$ cat src/rtl/multichannel_oversample_filter.sv
// Time-multiplexed N-channel oversample filter: per-channel settle delay, block averaging with
// rounding, saturation and a one-cycle registered, tagged output.
//
// state    | meaning
// S_IDLE   | channel inactive, sum and count held at zero
// S_DELAY  | settling; samples for this channel are counted and discarded
// S_SAMPLE | accumulating a block of 2^osm samples
module multichannel_oversample_filter #(
  parameter int N_CHAN  = 8,
  parameter int W_CHAN  = 3,
  parameter int W_IN    = 18,
  parameter int W_OUT   = 18,
  parameter int W_OSM   = 4,
  parameter int MAX_OSM = 10,
  parameter int W_DLY   = 16,
  parameter int ROUND   = 1
) (
  input  logic                      clk_in,
  input  logic                      reset_n_in,
  input  logic signed [W_IN-1:0]    data_in,
  input  logic [W_CHAN-1:0]         chan_in,
  input  logic                      data_valid_in,
  input  logic [N_CHAN*W_OSM-1:0]   osm_in,
  input  logic [N_CHAN*W_DLY-1:0]   cycle_delay_in,
  input  logic [N_CHAN-1:0]         activate_in,
  input  logic [N_CHAN-1:0]         update_en_in,
  input  logic                      update_in,
  output logic signed [W_OUT-1:0]   data_out,
  output logic [W_CHAN-1:0]         chan_out,
  output logic                      data_valid_out
);

  localparam int W_SUM = W_IN + MAX_OSM + 1;
  localparam int W_CNT = (W_DLY > MAX_OSM + 1) ? W_DLY : MAX_OSM + 1;
  localparam logic [W_OSM-1:0] OSM_LIM = W_OSM'(MAX_OSM);
  localparam logic signed [W_SUM-1:0] SAT_HI = {{(W_SUM-W_OUT+1){1'b0}}, {(W_OUT-1){1'b1}}};
  localparam logic signed [W_SUM-1:0] SAT_LO = {{(W_SUM-W_OUT+1){1'b1}}, {(W_OUT-1){1'b0}}};

  typedef enum logic [1:0] {S_IDLE, S_DELAY, S_SAMPLE} state_t;

  state_t                  r_state [N_CHAN];
  logic signed [W_SUM-1:0] r_sum   [N_CHAN];
  logic [W_CNT-1:0]        r_cnt   [N_CHAN];
  logic [W_OSM-1:0]        r_osm   [N_CHAN];
  logic [W_DLY-1:0]        r_dly   [N_CHAN];

  logic [N_CHAN-1:0] w_hit, w_upd, w_dly_done, w_blk_done;
  logic [W_CNT:0]    w_cnt_inc [N_CHAN];

  always_comb begin
    for (int k = 0; k < N_CHAN; k++) begin
      w_hit[k]      = data_valid_in && ({1'b0, chan_in} == (W_CHAN+1)'(k));
      w_upd[k]      = update_in && update_en_in[k];
      w_cnt_inc[k]  = {1'b0, r_cnt[k]} + (W_CNT+1)'(1);
      w_dly_done[k] = w_cnt_inc[k] >= {{(W_CNT+1-W_DLY){1'b0}}, r_dly[k]};
      w_blk_done[k] = w_cnt_inc[k] == ((W_CNT+1)'(1) << r_osm[k]);
    end
  end

  // One shared adder/rounder/saturator serves whichever channel the current word is tagged for.
  logic                    w_chan_ok;
  logic [W_CHAN-1:0]       w_sel;
  logic signed [W_SUM-1:0] w_sum_fin, w_rnd, w_rounded, w_shifted;
  logic signed [W_OUT-1:0] w_sat;
  logic                    w_emit;

  always_comb begin
    w_chan_ok = {1'b0, chan_in} < (W_CHAN+1)'(N_CHAN);
    w_sel     = w_chan_ok ? chan_in : '0;
    w_sum_fin = r_sum[w_sel] + W_SUM'(data_in);
    w_rnd     = (ROUND != 0 && r_osm[w_sel] != '0) ?
                (W_SUM'(1) << (r_osm[w_sel] - W_OSM'(1))) : '0;
    w_rounded = w_sum_fin + w_rnd;
    w_shifted = w_rounded >>> r_osm[w_sel];
    if (w_shifted > SAT_HI)      w_sat = SAT_HI[W_OUT-1:0];
    else if (w_shifted < SAT_LO) w_sat = SAT_LO[W_OUT-1:0];
    else                         w_sat = w_shifted[W_OUT-1:0];
    w_emit = w_chan_ok && w_hit[w_sel] && activate_in[w_sel] && !w_upd[w_sel] &&
             (r_state[w_sel] == S_SAMPLE) && w_blk_done[w_sel];
  end

  always_ff @(posedge clk_in or negedge reset_n_in) begin
    if (!reset_n_in) begin
      for (int k = 0; k < N_CHAN; k++) begin
        r_state[k] <= S_IDLE;
        r_sum[k]   <= '0;
        r_cnt[k]   <= '0;
        r_osm[k]   <= '0;
        r_dly[k]   <= '0;
      end
    end else begin
      for (int k = 0; k < N_CHAN; k++) begin
        if (w_upd[k]) begin
          r_osm[k] <= (osm_in[k*W_OSM +: W_OSM] > OSM_LIM) ? OSM_LIM : osm_in[k*W_OSM +: W_OSM];
          r_dly[k] <= cycle_delay_in[k*W_DLY +: W_DLY];
        end
        if (!activate_in[k]) begin
          r_state[k] <= S_IDLE;
          r_sum[k]   <= '0;
          r_cnt[k]   <= '0;
        end else if (w_upd[k]) begin
          // An active channel restarts cleanly under the freshly latched parameters.
          r_sum[k]   <= '0;
          r_cnt[k]   <= '0;
          r_state[k] <= (cycle_delay_in[k*W_DLY +: W_DLY] == '0) ? S_SAMPLE : S_DELAY;
        end else if (r_state[k] == S_IDLE) begin
          r_state[k] <= (r_dly[k] == '0) ? S_SAMPLE : S_DELAY;
        end else if (w_hit[k]) begin
          if (r_state[k] == S_DELAY) begin
            if (w_dly_done[k]) begin
              r_state[k] <= S_SAMPLE;
              r_cnt[k]   <= '0;
            end else begin
              r_cnt[k] <= w_cnt_inc[k][W_CNT-1:0];
            end
          end else if (w_blk_done[k]) begin
            r_sum[k]   <= '0;
            r_cnt[k]   <= '0;
            r_state[k] <= (r_dly[k] == '0) ? S_SAMPLE : S_DELAY;
          end else begin
            r_sum[k] <= w_sum_fin;
            r_cnt[k] <= w_cnt_inc[k][W_CNT-1:0];
          end
        end
      end
    end
  end

  always_ff @(posedge clk_in or negedge reset_n_in) begin
    if (!reset_n_in) begin
      data_out       <= '0;
      chan_out       <= '0;
      data_valid_out <= 1'b0;
    end else begin
      data_valid_out <= w_emit;
      if (w_emit) begin
        data_out <= w_sat;
        chan_out <= chan_in;
      end
    end
  end

endmodule
$ cat config.mk
export PLATFORM = sky130hd
export DESIGN_NAME = multichannel_oversample_filter
export DESIGN_NICKNAME = d
export VERILOG_FILES = /design/src/rtl/multichannel_oversample_filter.sv
export SDC_FILE = /design/constraint.sdc
export NUM_CORES = 2
export LEC_CHECK = 0
export BUFFER_PORTS_ARGS = -buffer_cell sky130_fd_sc_hd__buf_2
export CAP_MARGIN = 20
export CELL_PAD_IN_SITES_DETAIL_PLACEMENT = 1
export CELL_PAD_IN_SITES_GLOBAL_PLACEMENT = 1
export CORE_MARGIN = 5
export CORE_UTILIZATION = 53
export CTS_CLUSTER_DIAMETER = 40
export DETAILED_ROUTE_END_ITERATION = 6
export GPL_TIMING_DRIVEN = 0
export PLACE_DENSITY = 0.91
export SLEW_MARGIN = 20
export SYNTH_ARGS = -nofsm -noshare
export SYNTH_HDL_FRONTEND = slang
export SYNTH_SLANG_ARGS = --single-unit
export TNS_END_PERCENT = 30
$ cat constraint.sdc
create_clock -name clk_in -period 10.8 [get_ports clk_in]
set_input_delay 1.08 -clock clk_in [delete_from_list [all_inputs] [get_ports clk_in]]
set_output_delay 1.08 -clock clk_in [all_outputs]
set_load 0.01 [all_outputs]
* After elaboration in Yosys (flattened, before gate mapping) *
Cells that the tools add are included.

storage, ports and cells
  register bits = 558
  latch bits = 0
  bits in writable memories = 0
  bits in read-only memories = 0
  input port bits = 201
  memories kept = 0

operators by class
  $add $sub $neg = 11
  multiply operators = 0
  divide/modulo/power cells = 0
  magnitude comparators = 20
  equality and inequality tests = 72
  shift operators = 10
  mux-type cells = 204
  bitwise operators = 1
  reduce and logical (&&, ||, !) cells = 71

operators by type and width
  cell                                                                    number
  29-bit two-way mux                                                      51
  16-bit two-way mux                                                      56
  16-bit zero test                                                        16
  2-bit two-way mux                                                       74
  16-bit by 1-bit adder with 17-bit output, second input constant         8
  17-bit equality test                                                    8
  17-bit by 16-bit >= comparator with 1-bit output                        8
  1-bit by 4-bit left shift with 17-bit output, first input constant      8
  29-bit binary-select mux with 3-bit select                              1
  3-bit != test, second input constant                                    16
  3-bit AND reduction                                                     16
  4-bit two-way mux                                                       10
  5-bit by 1-bit != test with 1-bit output, second input constant         8
  5-bit != test, second input constant                                    8
  18-bit two-way mux                                                      2
  4-bit > comparator, second input constant                               8
  4-bit by 1-bit != test with 1-bit output, second input constant         8
  29-bit by 18-bit adder with 29-bit output                               1
  29-bit adder                                                            1
  29-bit by 18-bit > comparator with 1-bit output, second input constant  1
  29-bit by 18-bit < comparator with 1-bit output, second input constant  1
  1-bit by 4-bit left shift with 29-bit output, first input constant      1
  29-bit by 4-bit >>> shifter with 29-bit output                          1
  3-bit by 1-bit != test with 1-bit output, second input constant         8
  other kinds (19)                                                        69

* Longest topological paths before layout *
  depth after elaboration = 12
  depth in mapped cells = 34

* Least setup slack after synthesis *
No wires, ideal clock.

  path type = input -> register
  from = input chan_in[0]
  to = register data_out[10]
  data arrival time = 9009 ps
  slack = 1671 ps
  stages = 31
  path through = buf_1 -> clkbuf_1 -> buf_1 -> buf_1 -> mux4_2 -> mux2_2 -> ha_1 -> fa_1 -> a211oi_1 -> o21ai_1 -> a21oi_1 -> o21ai_0 -> xor2_1 -> ha_1 -> a21o_1 -> a21o_1 -> a21o_1 -> a21o_1 -> a31o_2 -> and2_1 -> clkbuf_1 -> and4_1 -> o21ai_0 -> nand3_1 -> mux2_2 -> o221ai_1 -> and3_1 -> a31oi_1 -> o41ai_4 -> buf_6 -> a21oi_2

between the ends
  word-level cells in the longest chain between the ends = 12

RTL lines
  element                                                                             RTL line  source
  start: declaration                                                                  21        input logic [W_CHAN-1:0] chan_in,
  branches (longest 12 deep; another with 29-bit by 18-bit adder with 29-bit output)  n/a
  end signal: assignment                                                              137       data_out <= w_sat;
  end: declaration                                                                    28        output logic signed [W_OUT-1:0] data_out,

Several ways; the timed one is not identified. The select of a mux whose other input is x is not followed.
A chain may end at the register's enable or synchronous reset.

* Worst setup path in the final report *
  from = input chan_in[0]
  to = register data_out[8]

Same word-level chain as after synthesis.

==> summary.txt <==
Timing
  – Final critical-path required period: 10.29 ns
  – Worst-margin pin slew: 1.28 ns
  – Max Clock Skew: 0.0460 ns
  – Final worst path period share: 95.3%
  – RSZ-0062 raised after global routing: false
  – Final Max Tran Viols: 0
  – # setup viols final: 0
  – Final Hold Vio Count: 0
  – Max_slew headroom: 12.4%
  – Fmax achieved: 0.0972 GHz
  – Worst Slack Setup Final: 0.513 ns

Pwr
  – Final total power: 6920 uW
  – Internal power: 4650 uW
  – P per Cell Area: 163 nW/um^2
  – Comb power frac: 18.6%
  – Worst vdd ir: 0.113 mV
  – NetSw: 2260 uW
  – Sw Ratio: 32.7%
  – Sequential Power Share: 33.6%
  – Leakage power: 0.0199 uW
  – Clock power frac: 47.8%

Drt
  – Routed WL: 156000 um
  – Top Layer Used: met5
  – Post-DRT Antenna Nets: 0
  – WL met1: 54600 um
  – DR WL met3: 16100 um
  – Met2 wire length: 71000 um
  – Post-route DRC: 1
  – Vias per cell: 7.24
  – WL/cell: 30.7 um
  – Vias: 36900
  – Drt pass-1 iters: 7
  – DRT iter0 DRCs: 4191

Hold path
  – Hold crit path type: primary input to asynchronous set/reset pin

Clock network
  – Clock Pin Slew Worst Setup and Hold Paths: 0.06 ns
  – TritonCTS buffer count: 95
  – H-tree Lvls: 3
  – Insertion delay to the later sink of the worst-skew pair: 0.70 ns
  – CTS tree: done
  – Clk buf depth: 3
  – CTS Hold Buffers Added: 0
  – Root cell of the clock tree: clkbuf_16
  – Clk sinks: 558
  – Post-CTS setup buffer count: 0
  – Resized Gates After CTS: 9

Die
  – Die Y-Extent: 272 um
  – Row count: 96
  – Core Region: 68500 um^2
  – Die width: 272 um
  – Num ports: 223
  – Full die area: 74200 um^2
  – Initial Utilization: 53.3%

Global route
  – First-pass GRT wire length: 240000 um
  – Grt ovf: 0
  – Vias in the first global route: 39700
  – Initial antenna violation count: 14
  – GR Util All Layers: 41.0%
  – Largest net degree at the start of global routing: 100

Run
  – Max-cap violations: 0

Cells and area
  – Layout area overhead: 16.2%
  – Footprint of the multi-input gates: 21000 um^2
  – Post-route cell area: 42400 um^2
  – Sequential cell area: 14000 um^2
  – # fillers: 7561
  – Layout Nets: 4506
  – Layout cell share with drive strength beyond 1: 17.4%

Synthesis
  – Share of the synthesized area in the top cell type: 38.3%
  – Post-Syn Instances: 3803
  – Top post-synthesis cells by area: dfrtp_1 (38%), ha_1 (6.2%), a22o_1 (6.0%)
  – Post-synth ARST share: 100%
  – Synthesized cell area: 36500 um^2
  – Yosys warning count: 0
  – Area leader, netlist: dfrtp_1
  – Main synth FF type: dfrtp_1
  – Synth cell count leaders: dfrtp_1 (558), nand2_1 (302), a22o_1 (249), inv_1 (229), o21ai_0 (228)
  – Post-synth EDFFs: 0
  – Post-synthesis sequential area ratio: 38.3%
  – #FFs+latches synth: 558
  – Average size of a mapped cell: 9.59 um^2
  – Syn nets: 4186
  – Unique masters post-synth: 98
  – Count leader, synth: dfrtp_1

Critical path
  – Type of origin of the critical path: primary input
  – Critical path type: primary input to flop
  – WP data arrival: 10.84 ns
  – Most numerous cell on the critical path: a21o_1
  – Worst EP required: 11.35 ns
  – Max stage delay cell, worst path: buf_2
  – Crit-path max FO: 21
  – CP endpoint kind: flop
  – Slowest Stage Delay on Critical Path: 0.65 ns

Outcome
  – Failing checks: DRC
  – Status: complete, but fails checks

Placement
  – Placed wire-length estimate: 96700 um
  – Gp weighted congestion: 0.939
  – # port buffers: 219
  – Worst slack, placed: -1.27 ns
  – Dpl cell area: 38800 um^2
critical path, delay by kind of cell:
kind,cells,cell delay [ns]
xor gates and xnor gates,1,0.51
AOI/OAI and AO/OA,13,3.43
buffers and inverters,5,2.19
muxes,3,1.17
adders and majority gates,3,1.21
and+or+nand+nor,5,1.19
stage by stage:
step | utilization [%] | hold WS [ns] | std cells | setup TNS, ns
floorplan | - | 0.461 | 3803 | 0
global placement | 56.5 | 0.477 | 4904 | -1568.88
detailed placement | 56.7 | 0.477 | 4909 | -19.86
CTS | 61.8 | 0.454 | 5087 | 0
global route | 61.9 | 0.482 | 5090 | 0
finish | 61.9 | 0.423 | 5093 | 0
area by class of cell:
cell class / instances / share of cell area [%]
diodes: 6 / 0.0354
plain buffers: 205 / 1.93
clock buffers: 116 / 6.10
clock inverters: 63 / 1.96
inverters: 229 / 2.03
multi-input cells: 2808 / 49.4
flip-flops and latches: 558 / 32.9
well taps: 882 / 2.60
repair buffers: 226 / 2.98
placed cells by master, fill, tap and decap left out, drive strengths merged, types with 22 or more instances in the layout:
cell and n:
dfrtp 558, nand2 302, clkbuf 285, buf 261, a22o 249, inv 248, o21ai 238, nor2 200
ha 180, mux2 179, a21oi 174, nand3 140, nor4 92, xnor2 83, xor2 79, a21o 70
mux4 66, mux2i 65, nor3 63, nand4 60, nand2b 59, and3 50, o21a 50, a31oi 46
nor2b 32, a211oi 24, and2 23, clkinv 23, o31ai 22
registers in the layout, summed over array words and instances (netlist names):
name	flops
r_sum	232
r_cnt	128
r_dly	128
r_osm	32
data_out	18
r_state	16
chan_out	3
data_valid_out	1
worst paths after layout:
kind | startpoint | endpoint | cells after the start | slack [ns]
hold reg to reg | r_sum[23]$_DFFE_PN0P_ | r_sum[23]$_DFFE_PN0P_ | 1 | 0.50
setup reg to reg | r_osm[14]$_DFFE_PN0P_ | data_out[8]$_DFFE_PN0P_ | 26 | 2.07
setup / recovery | chan_in[0] | data_out[8]$_DFFE_PN0P_ | 30 | 0.51
max in group asynchronous | reset_n_in | r_sum[165]$_DFFE_PN0P_ | 3 | 8.87
hold / removal | reset_n_in | r_dly[28]$_DFFE_PN0P_ | 1 | 0.42
min in group clk_in | r_sum[23]$_DFFE_PN0P_ | r_sum[23]$_DFFE_PN0P_ | 1 | 0.50
power groups by stage:
| stage | Sequential (uW) | Combinational (uW) | Clock, uW |
|---|---|---|---|
| after floorplan | 2310 | 755 | 0 |
| after global placement | 2340 | 1100 | 0 |
| after detailed placement | 2350 | 1170 | 0 |
| after CTS | 2320 | 1230 | 3290 |
| after global routing | 2330 | 1360 | 3400 |
| final | 2330 | 1290 | 3310 |
routing by layer:
layer	GRT usage, %	up-vias
met5	0	-
met4	30.0	18
met3	12.4	1126
met2	65.6	2849
met1	46.6	18100
li1	-	14800
cells by family after synthesis:
kind of cell    after synthesis  share of synthesized area [%]
fa+ha+maj                   182                           6.28
buf+inv                     437                           4.58
flops                       558                           38.3
other cells                   1                         0.0103
simple gates               1125                           15.7
xor+xnor                    163                           3.97
mux                         310                           11.4
compound gates             1027                           19.8
Note: power is estimated with default switching activity, not from simulation.
